### src/rtl/ioctl_sram_loader.sv
// Streams HPS ioctl download bytes through a small FIFO into an 8-bit async
// SRAM, with programmable setup and write-pulse timing and host throttling.
module ioctl_sram_loader #(
  parameter int              AW           = 21,
  parameter int              DEPTH        = 4,
  parameter logic [7:0]      IDX          = 8'h00,
  parameter logic [AW-1:0]   BASE         = 21'h1FE000,
  parameter logic [24:0]     LIMIT        = 25'h2000,
  parameter int              SETUP_CYCLES = 1,
  parameter int              WE_CYCLES    = 2
) (
  input  logic          clk_sys,
  input  logic          reset_n,
  input  logic          ioctl_download,
  input  logic          ioctl_wr,
  input  logic [24:0]   ioctl_addr,
  input  logic [7:0]    ioctl_dout,
  input  logic [7:0]    ioctl_index,
  output logic          ioctl_wait,
  output logic [AW-1:0] SRAM_A,
  output logic [7:0]    SRAM_DQ_o,
  output logic          SRAM_DQ_oe,
  output logic          SRAM_WE_n,
  output logic          busy,
  output logic          done,
  output logic          overflow
);

  localparam int PW   = $clog2(DEPTH);
  localparam int CW   = PW + 1;
  localparam int TMAX = (SETUP_CYCLES > WE_CYCLES) ? SETUP_CYCLES : WE_CYCLES;
  localparam int TW   = (TMAX > 1) ? $clog2(TMAX) : 1;

  typedef enum logic [1:0] {S_IDLE, S_SETUP, S_WRITE, S_HOLD} state_t;

  state_t          state, state_n;
  logic [TW-1:0]   timer, timer_n;
  logic [AW+7:0]   mem [DEPTH];
  logic [PW-1:0]   wr_ptr, rd_ptr;
  logic [CW-1:0]   count, count_n;
  logic [AW+7:0]   head;
  logic            accept, full, empty, push, pop;
  logic            we_n_n, oe_n, busy_n, seen;

  always_comb begin
    accept  = ioctl_wr & ioctl_download & (ioctl_index == IDX) & (ioctl_addr < LIMIT);
    full    = (count == CW'(DEPTH));
    empty   = (count == '0);
    push    = accept & ~full;
    count_n = count + CW'(push) - CW'(pop);
    head    = mem[rd_ptr];
    busy_n  = ioctl_download | ~empty | (state != S_IDLE);
  end

  // NOTE: every output of this block gets a default first, so no path can infer a latch.
  always_comb begin
    state_n = state;
    timer_n = timer;
    pop     = 1'b0;
    we_n_n  = 1'b1;
    oe_n    = SRAM_DQ_oe;
    unique case (state)
      S_IDLE: if (!empty) begin
        pop     = 1'b1;
        oe_n    = 1'b1;
        timer_n = '0;
        state_n = S_SETUP;
      end
      S_SETUP: if (timer == TW'(SETUP_CYCLES - 1)) begin
        timer_n = '0;
        we_n_n  = 1'b0;
        state_n = S_WRITE;
      end else begin
        timer_n = timer + 1'b1;
      end
      S_WRITE: if (timer == TW'(WE_CYCLES - 1)) begin
        state_n = S_HOLD;
      end else begin
        timer_n = timer + 1'b1;
        we_n_n  = 1'b0;
      end
      S_HOLD: if (!empty) begin
        pop     = 1'b1;
        timer_n = '0;
        state_n = S_SETUP;
      end else begin
        oe_n    = 1'b0;
        state_n = S_IDLE;
      end
      default: state_n = S_IDLE;
    endcase
  end

  // NOTE: FIFO storage carries no reset; the pointers alone define what is valid.
  always_ff @(posedge clk_sys) begin
    if (push) mem[wr_ptr] <= {BASE + ioctl_addr[AW-1:0], ioctl_dout};
  end

  // NOTE: all state updates are non-blocking so every register samples pre-edge values.
  always_ff @(posedge clk_sys or negedge reset_n) begin
    if (!reset_n) begin
      state      <= S_IDLE;
      timer      <= '0;
      wr_ptr     <= '0;
      rd_ptr     <= '0;
      count      <= '0;
      ioctl_wait <= 1'b0;
      SRAM_A     <= '0;
      SRAM_DQ_o  <= '0;
      SRAM_DQ_oe <= 1'b0;
      SRAM_WE_n  <= 1'b1;
      busy       <= 1'b0;
      done       <= 1'b0;
      overflow   <= 1'b0;
      seen       <= 1'b0;
    end else begin
      state      <= state_n;
      timer      <= timer_n;
      count      <= count_n;
      ioctl_wait <= (count_n >= CW'(DEPTH - 1));
      SRAM_WE_n  <= we_n_n;
      SRAM_DQ_oe <= oe_n;
      busy       <= busy_n;
      if (push) wr_ptr <= wr_ptr + 1'b1;
      if (pop) begin
        rd_ptr    <= rd_ptr + 1'b1;
        SRAM_A    <= head[AW+7:8];
        SRAM_DQ_o <= head[7:0];
      end
      if (accept & full) overflow <= 1'b1;
      // A completion only counts if something was accepted since the last one.
      done <= busy & ~busy_n & seen;
      seen <= accept | (seen & ~(busy & ~busy_n));
    end
  end

endmodule
### config.mk
export PLATFORM = sky130hd
export DESIGN_NAME = ioctl_sram_loader
export DESIGN_NICKNAME = d
export VERILOG_FILES = /design/src/rtl/ioctl_sram_loader.sv
export SDC_FILE = /design/constraint.sdc
export NUM_CORES = 1
export LEC_CHECK = 0
export BUFFER_PORTS_ARGS = -buffer_cell sky130_fd_sc_hd__clkbuf_2
export CORE_ASPECT_RATIO = 1.2
export CORE_MARGIN = 5
export CORE_UTILIZATION = 55
export CTS_CLUSTER_DIAMETER = 80
export DETAILED_ROUTE_END_ITERATION = 10
export PLACE_DENSITY = 0.77
export SLEW_MARGIN = 20
export SYNTH_ARGS = -nofsm -noshare
export SYNTH_HDL_FRONTEND = slang
export SYNTH_SLANG_ARGS = --single-unit
### constraint.sdc
create_clock -name clk_sys -period 3.6 [get_ports clk_sys]
set_clock_uncertainty 0.15 [all_clocks]
set_input_delay 0.18 -clock clk_sys [delete_from_list [all_inputs] [get_ports clk_sys]]
set_output_delay 0.18 -clock clk_sys [all_outputs]
set_load 0.01 [all_outputs]
==> impl_table.tex, run 1 <==
\begin{tabular}{lr}
\hline
Metric & Value \\
\hline
\multicolumn{2}{l}{\textbf{Status}} \\
\quad Result of the run & finished clean \\
\multicolumn{2}{l}{\textbf{Timing}} \\
\quad Pins over their slew limit & 0 \\
\quad Slack of the critical path & 0.467 ns \\
\quad Shortest period the worst path allows & 3.13 ns \\
\quad Post-route setup TNS & 0 ns \\
\quad Worst slew margin & 44.8\% \\
\quad Final Setup Violations & 0 \\
\quad Total count of hold-check failures in the final report & 0 \\
\quad Tightest Pin Transition & 0.827 ns \\
\quad Share of the clock period used by the worst path & 87.0\% \\
\quad Achievable Freq & 319 MHz \\
\quad RSZ-0062 raised after global routing & no \\
\multicolumn{2}{l}{\textbf{Critical path}} \\
\quad CP endpoint kind & flip-flop \\
\quad Length in cells of the worst reg-to-reg path & 10 \\
\quad CP startpoint kind & primary input \\
\quad Reg-to-reg setup timing slack & 0.96 ns \\
\quad CP Data Required Time & 3.75 ns \\
\quad Worst-path maximum fanout & 7 \\
\quad Arrival time worst endpoint & 3.28 ns \\
\quad Type of the setup path with the least slack & in2reg \\
\multicolumn{2}{l}{\textbf{Clocking}} \\
\quad Setup Fix Bufs, Post-CTS & 0 \\
\quad TritonCTS clock tree & done \\
\quad Root Driver & clkbuf\_16 \\
\quad Number of clock sinks seen by CTS & 162 \\
\quad \# H-tree levels & 4 \\
\quad CTS clock-pin slew for the worst setup and hold paths & 0.06 ns \\
\quad Buffer levels on the longest clock path & 2 \\
\quad Inserted Clock Buffers & 17 \\
\quad Worst-skew pair later-pin latency & 0.41 ns \\
\multicolumn{2}{l}{\textbf{Layout}} \\
\quad Footprint of the multi-input gates & 0.00157 mm² \\
\quad Post-layout utilization of the core & 68.9\% \\
\quad Final standard cell area without fillers & 0.00768 mm² \\
\quad FF+latch area & 0.00464 mm² \\
\quad Ant diodes & 0 \\
\quad Layout cells sized above 1 & 42.2\% \\
\quad Synthesis-to-layout area growth & 22.1\% \\
\quad Count of fill cells added during filler insertion & 735 \\
\quad Count of nets after finishing & 488 \\
\multicolumn{2}{l}{\textbf{Detailed routing}} \\
\quad TritonRoute pass-1 iters & 4 \\
\quad Routed length per instance & 18.7 µm \\
\quad DRC violations left & 0 \\
\quad Via density per instance & 5.28 \\
\quad Initial detailed-routing violation count & 186 \\
\quad DRT Wirelength & 11200 µm \\
\quad Vias after detailed routing & 3153 \\
\quad Antenna-violating nets left & 0 \\
\multicolumn{2}{l}{\textbf{Global routing}} \\
\quad Antenna violations before repair & 0 \\
\quad Largest net degree at the start of global routing & 40 \\
\quad Total global-route track usage & 18.2\% \\
\quad Wire length of the first global-routing pass & 18500 µm \\
\quad Vias in the first global route & 3477 \\
\quad Total congestion overflow after global routing & 0 \\
\multicolumn{2}{l}{\textbf{Logic synthesis}} \\
\quad Post-synthesis instance total & 311 \\
\quad Top cell types by occurrence after synthesis & 116 x edfxtp\_1, 45 x dfrtp\_1, 31 x mux2\_2, 29 x mux4\_2, 13 x inv\_1 \\
\quad Proportion of netlist area held by the largest area contributor & 55.4\% \\
\quad Largest cells by area after synthesis & edfxtp\_1 55\%, dfrtp\_1 18\%, mux4\_2 10\% \\
\quad Post-synthesis sequential element count & 162 \\
\quad Cell taking the most area after synthesis & edfxtp\_1 \\
\quad Part of the Yosys area used for sequential elements & 73.7\% \\
\quad Async S/R FF share, synth & 28.4\% \\
\quad Post-Syn Area per Cell & 20.2 µm² \\
\quad Total nets after synthesis & 369 \\
\quad Netlist cell types & 37 \\
\quad Count of flip-flops with a built-in enable after synthesis & 116 \\
\quad Count leader, synth & edfxtp\_1 \\
\quad Yosys Warn Count & 0 \\
\quad Dominant register cell in the synthesized netlist & edfxtp\_1 \\
\quad Netlist area before placement & 0.00629 mm² \\
\multicolumn{2}{l}{\textbf{Placement}} \\
\quad Worst Setup Slack post-DPL & 0.631 ns \\
\quad HPWL after DPL & 6740 µm \\
\quad Area of placed instances & 0.00688 mm² \\
\quad GP Congestion & 0.752 \\
\quad Number of port buffers & 79 \\
\multicolumn{2}{l}{\textbf{Die}} \\
\quad Die area & 0.0137 mm² \\
\quad Die W & 108 µm \\
\quad Area of the core region & 0.0111 mm² \\
\quad Number of standard-cell rows in the floorplan & 42 \\
\quad Initial standard-cell utilization of the core & 56.4\% \\
\quad Top Ports & 80 \\
\quad Die height & 127 µm \\
\multicolumn{2}{l}{\textbf{Power and ir drop}} \\
\quad Worst ir drop on vdd & 0.000511 V \\
\quad Leakage power figure & 2.91 nW \\
\quad Cell area power density & 772 mW/mm² \\
\multicolumn{2}{l}{\textbf{Run}} \\
\quad Number of maximum-capacitance violations & 0 \\
\multicolumn{2}{l}{\textbf{Worst hold path}} \\
\quad Worst hold path class & in2async \\
\hline
\end{tabular}
## critical path, stage by stage
cell and delay (ns):
dlygate4sd3_1 0.53, clkbuf_2 0.12, inv_1 0.12, ha_1 0.19, nor3b_2 0.35, nand3_1 0.14, nor3_2 0.35, inv_1 0.09
ha_1 0.29, inv_1 0.04, ha_1 0.19, fa_1 0.37, xnor2_1 0.16, a21o_1 0.16
## placed cells by master (no fill, tap or decap), drive strengths merged, types with 3 or more instances in the layout
| cell type | Yosys | final |
|---|---|---|
| inv | 13 | 13 |
| edfxtp | 116 | 116 |
| mux2 | 32 | 32 |
| dlygate4sd3 | 0 | 25 |
| mux4 | 29 | 29 |
| xor2 | 5 | 5 |
| ha | 12 | 12 |
| and2 | 4 | 4 |
| nand2 | 5 | 5 |
| nor2 | 5 | 5 |
| clkbuf | 3 | 99 |
| nor3 | 4 | 4 |
| o21ai | 3 | 3 |
| buf | 6 | 5 |
| xnor2 | 5 | 5 |
| dfrtp | 45 | 45 |
| clkinv | 0 | 9 |
## what timing repair did
item,CTS,global route
hold buffers,25,0
gates resized for setup,0,0
endpoints found under the hold margin,137,0
## through the flow
step,power (mW),cells,hold slack [ns]
CTS,5.99,597,0.00860
finish,5.93,597,0.00421
global route,6.27,597,0.0381
floorplan,3.77,311,-0.266
detailed placement,4.32,540,-0.0957
global placement,4.26,540,-0.104
## cells by family after synthesis
kind of cell               share of synthesized area [%]
DFF                                                 73.7
muxes                                               16.2
and+or+nand+nor                                     3.30
buffers and inverters                               1.43
adders and majority gates                           2.71
AOI/OAI and AO/OA                                   1.23
xor gates and xnor gates                            1.39
## flip-flops by register name (all words and copies together), names as in the netlist, 2 cells and up
name       count
state          2
count          3
mem          116
wr_ptr         2
SRAM_DQ_o      8
rd_ptr         2
SRAM_A        21
## where the power goes
group / total, mW / leakage (nW) / internal, mW / switching, mW
Clock: 1.65 / 0.268 / 0.974 / 0.675
Sequential: 2.51 / 1.58 / 2.27 / 0.240
Combinational: 1.77 / 1.06 / 0.990 / 0.778
Total: 5.93 / 2.91 / 4.23 / 1.69
## worst paths after layout
path,startpoint,to
max,ioctl_addr[13],ioctl_wait$_DFF_PN0_
min,reset_n,SRAM_A[5]$_DFFE_PN0P_
max reg2reg,count[2]$_DFF_PN0_,ioctl_wait$_DFF_PN0_
min reg2reg,seen$_DFF_PN0_,done$_DFF_PN0_
max in group asynchronous,reset_n,rd_ptr[0]$_DFFE_PN0P_
min in group clk_sys,ioctl_addr[15],mem[0][23]$_DFFE_PP_
## layer usage
layer  global-route usage [%]  part of all wire [%]  vias to the layer above
li1                         -                     -                     1450
met4                     7.13                   1.1                        0
met2                     30.0                    52                       97
met1                     23.8                    42                     1599
met3                     3.83                   4.9                        7
met5                        0                     0                        -
## final cells by class
type	count	share of cell area (%)
Clock buffer	20	5.95
Clock inverter	12	1.17
Inverter	13	0.636
Multi-Input combinational cell	127	20.4
Sequential cell	162	60.4
Tap cell	154	2.51
Timing Repair Buffer	109	8.90
Note: power is estimated with default switching activity, not from simulation.
==> run 2, diff against run 1 <==
--- a/config.mk
+++ b/config.mk
@@ -6,7 +6,6 @@
 export NUM_CORES = 1
 export LEC_CHECK = 0
 export BUFFER_PORTS_ARGS = -buffer_cell sky130_fd_sc_hd__clkbuf_2
-export CORE_ASPECT_RATIO = 1.2
 export CORE_MARGIN = 5
 export CORE_UTILIZATION = 55
 export CTS_CLUSTER_DIAMETER = 80
==> impl_table.tex, run 2 (same netlist as run 1, synthesis figures left out) <==
\begin{tabular}{lr}
\hline
Metric & Value \\
\hline
\multicolumn{2}{l}{\textbf{Clocking}} \\
\quad \# H-tree levels & 4 (unchanged) \\
\quad CTS clock-pin slew for the worst setup and hold paths & 0.06 ns (about the same) \\
\quad Inserted Clock Buffers & 17 (unchanged) \\
\quad Root Driver & clkbuf\_16 (unchanged) \\
\quad Number of clock sinks seen by CTS & 162 (unchanged) \\
\quad Setup Fix Bufs, Post-CTS & 0 (unchanged) \\
\quad Worst-skew pair later-pin latency & 0.41 ns (about the same) \\
\quad Buffer levels on the longest clock path & 2 (unchanged) \\
\quad TritonCTS clock tree & done (unchanged) \\
\multicolumn{2}{l}{\textbf{Critical path}} \\
\quad Cells along the critical path & dlygate4sd3\_1, clkbuf\_2, inv\_1, ha\_1, nor3b\_2, nand3\_1, nor3\_2, inv\_1, ha\_1, inv\_1, ha\_1, fa\_1, xnor2\_1, a21o\_1 (unchanged) \\
\quad Capture instance of the worst register-to-register path & ioctl\_wait\$\_DFF\_PN0\_ (unchanged) \\
\quad CP max-delay cell & dlygate4sd3\_1 (unchanged) \\
\quad Max stage delay on crit path & 0.53 ns (about the same) \\
\quad CP startpoint kind & primary input (unchanged) \\
\quad Kind of cell adding the most delay to the critical path & adder cells (unchanged) \\
\quad Critical path launch point & ioctl\_addr[13] (unchanged) \\
\quad Count of buffering cells on the critical path with inverters included & 5 (unchanged) \\
\quad Worst-path maximum fanout & 7 (unchanged) \\
\quad Reg-to-reg setup timing slack & 0.95 ns (was 0.96 ns) \\
\quad CP endpoint kind & flip-flop (unchanged) \\
\quad Type of the setup path with the least slack & in2reg (unchanged) \\
\quad Length in cells of the worst reg-to-reg path & 10 (unchanged) \\
\quad FF-to-FF Start & count[2]\$\_DFF\_PN0\_ (unchanged) \\
\quad Arrival time worst endpoint & 3.31 ns (was 3.28 ns) \\
\quad CP Data Required Time & 3.75 ns (about the same) \\
\multicolumn{2}{l}{\textbf{Layout}} \\
\quad Final standard cell area without fillers & 0.00779 mm² (was 0.00768 mm²) \\
\quad Number of flip-flops under the largest register name & 116 (unchanged) \\
\quad Footprint of the multi-input gates & 0.00157 mm² (unchanged) \\
\quad Most common cell after layout, fill and taps aside & edfxtp\_1 (unchanged) \\
\quad Ant diodes & 0 (unchanged) \\
\quad Synthesis-to-layout area growth & 24.0\% (was 22.1\%) \\
\quad Layout cells sized above 1 & 43.0\% (was 42.2\%) \\
\quad Commonest non-fill, non-tap cells in the layout & 116 x edfxtp\_1, 79 x clkbuf\_2, 43 x dfrtp\_1, 31 x mux2\_2, 29 x mux4\_2 (was 116 x edfxtp\_1, 79 x clkbuf\_2, 44 x dfrtp\_1, 31 x mux2\_2, 29 x mux4\_2) \\
\quad Top reg by flops & mem (unchanged) \\
\quad Count of fill cells added during filler insertion & 722 (was 735) \\
\quad FF+latch area & 0.00464 mm² (about the same) \\
\quad Count of nets after finishing & 491 (was 488) \\
\quad Biggest registers after layout & mem: 116 flops, SRAM\_A: 21 flops, SRAM\_DQ\_o: 8 flops (unchanged) \\
\quad Post-layout utilization of the core & 68.8\% (was 68.9\%) \\
\multicolumn{2}{l}{\textbf{Placement}} \\
\quad Area of placed instances & 0.00689 mm² (was 0.00688 mm²) \\
\quad GP Congestion & 0.721 (was 0.752) \\
\quad Number of port buffers & 79 (unchanged) \\
\quad HPWL after DPL & 7120 µm (was 6740 µm) \\
\multicolumn{2}{l}{\textbf{Timing}} \\
\quad RSZ-0062 raised after global routing & no (unchanged) \\
\quad Post-route setup TNS & 0 ns (unchanged) \\
\quad Shortest period the worst path allows & 3.16 ns (was 3.13 ns) \\
\quad Share of the clock period used by the worst path & 87.7\% (was 87.0\%) \\
\quad Pins over their slew limit & 0 (unchanged) \\
\quad Total count of hold-check failures in the final report & 0 (unchanged) \\
\quad Tightest Pin Transition & 0.804 ns (was 0.827 ns) \\
\quad Final Setup Violations & 0 (unchanged) \\
\quad Achievable Freq & 317 MHz (was 319 MHz) \\
\quad Worst slew margin & 46.4\% (was 44.8\%) \\
\quad Worst slack on hold paths & 0.0358 ns (was 0.00421 ns) \\
\multicolumn{2}{l}{\textbf{Detailed routing}} \\
\quad DRT Wirelength & 11500 µm (was 11200 µm) \\
\quad TritonRoute pass-1 iters & 4 (unchanged) \\
\quad Antenna-violating nets left & 0 (unchanged) \\
\quad Routed length per instance & 19.5 µm (was 18.7 µm) \\
\quad DRC violations left & 0 (unchanged) \\
\quad Initial detailed-routing violation count & 159 (was 186) \\
\quad Via density per instance & 5.49 (was 5.28) \\
\quad Vias after detailed routing & 3232 (was 3153) \\
\multicolumn{2}{l}{\textbf{Die}} \\
\quad Number of standard-cell rows in the floorplan & 39 (was 42) \\
\quad Die area & 0.0137 mm² (about the same) \\
\quad Die height & 117 µm (was 127 µm) \\
\quad Top Ports & 80 (unchanged) \\
\quad Die W & 117 µm (was 108 µm) \\
\quad Initial standard-cell utilization of the core & 55.5\% (was 56.4\%) \\
\quad Area of the core region & 0.0113 mm² (was 0.0111 mm²) \\
\multicolumn{2}{l}{\textbf{Power and ir drop}} \\
\quad Worst ir drop on vdd & 0.000518 V (was 0.000511 V) \\
\quad Leakage power figure & 2.98 nW (was 2.91 nW) \\
\quad Total power after layout & 6.15 mW (was 5.93 mW) \\
\quad Cell area power density & 790 mW/mm² (was 772 mW/mm²) \\
\multicolumn{2}{l}{\textbf{Global routing}} \\
\quad Wire length of the first global-routing pass & 18500 µm (about the same) \\
\quad Vias in the first global route & 3413 (was 3477) \\
\quad Total congestion overflow after global routing & 0 (unchanged) \\
\quad Antenna violations before repair & 0 (unchanged) \\
\quad Largest net degree at the start of global routing & 32 (was 40) \\
\quad Total global-route track usage & 18.7\% (was 18.2\%) \\
\multicolumn{2}{l}{\textbf{Worst hold path}} \\
\quad Worst Hold Path EP & mem[2][26]\$\_DFFE\_PP\_ \\
\quad Worst hold path class & in2reg (was in2async) \\
\quad Worst Hold Depth & 2 \\
\quad Worst Hold Launch & ioctl\_addr[18] \\
\multicolumn{2}{l}{\textbf{Status}} \\
\quad Result of the run & finished clean (unchanged) \\
\multicolumn{2}{l}{\textbf{Run}} \\
\quad Number of maximum-capacitance violations & 0 (unchanged) \\
\hline
\end{tabular}
[run 2: cell type report]
| type | count | area share [%] |
|---|---|---|
| clock buffers | 28 | 7.74 |
| clock inverters | 4 | 0.642 |
| inverters | 13 | 0.626 |
| multi-input cells | 127 | 20.1 |
| flip-flops and latches | 162 | 59.5 |
| well taps | 143 | 2.30 |
| repair buffers | 112 | 9.06 |
[run 2: what timing repair did]
action | 4_1_cts | 5_1_grt
resized for setup | 0 | 0
hold buffers | 25 | 0
setup endpoints to repair | 0 | 0
endpoints found under the hold margin | 117 | 0
[run 2: per-layer routing]
layer  GRT usage (%)  share of wire, %  up-vias
met2            29.4                49      105
met1            26.4                43     1653
met4            5.73              0.84        0
li1                -                 -     1463
met3            4.42               6.6       11
met5               0                 0        -
[run 2: power by group]
group	switching (mW)	total, mW	internal [mW]
logic	0.754	1.74	0.984
clock network	0.677	1.90	1.22
registers	0.249	2.52	2.27
[run 2: worst max path at each step]
stage	to	slack, ns	cells past startpoint
after floorplan	ioctl_wait$_DFF_PN0_	1.06	12
after global placement	ioctl_wait$_DFF_PN0_	0.75	13
after detailed placement	ioctl_wait$_DFF_PN0_	0.60	13
after CTS	ioctl_wait$_DFF_PN0_	0.47	14
after global routing	ioctl_wait$_DFF_PN0_	0.30	14
final	ioctl_wait$_DFF_PN0_	0.44	14
[run 2: stage by stage]
step	instances	setup slack, ns
after floorplan	311	1.06
after global placement	532	0.749
after detailed placement	532	0.604
after CTS	589	0.470
after global routing	589	0.295
final	589	0.443
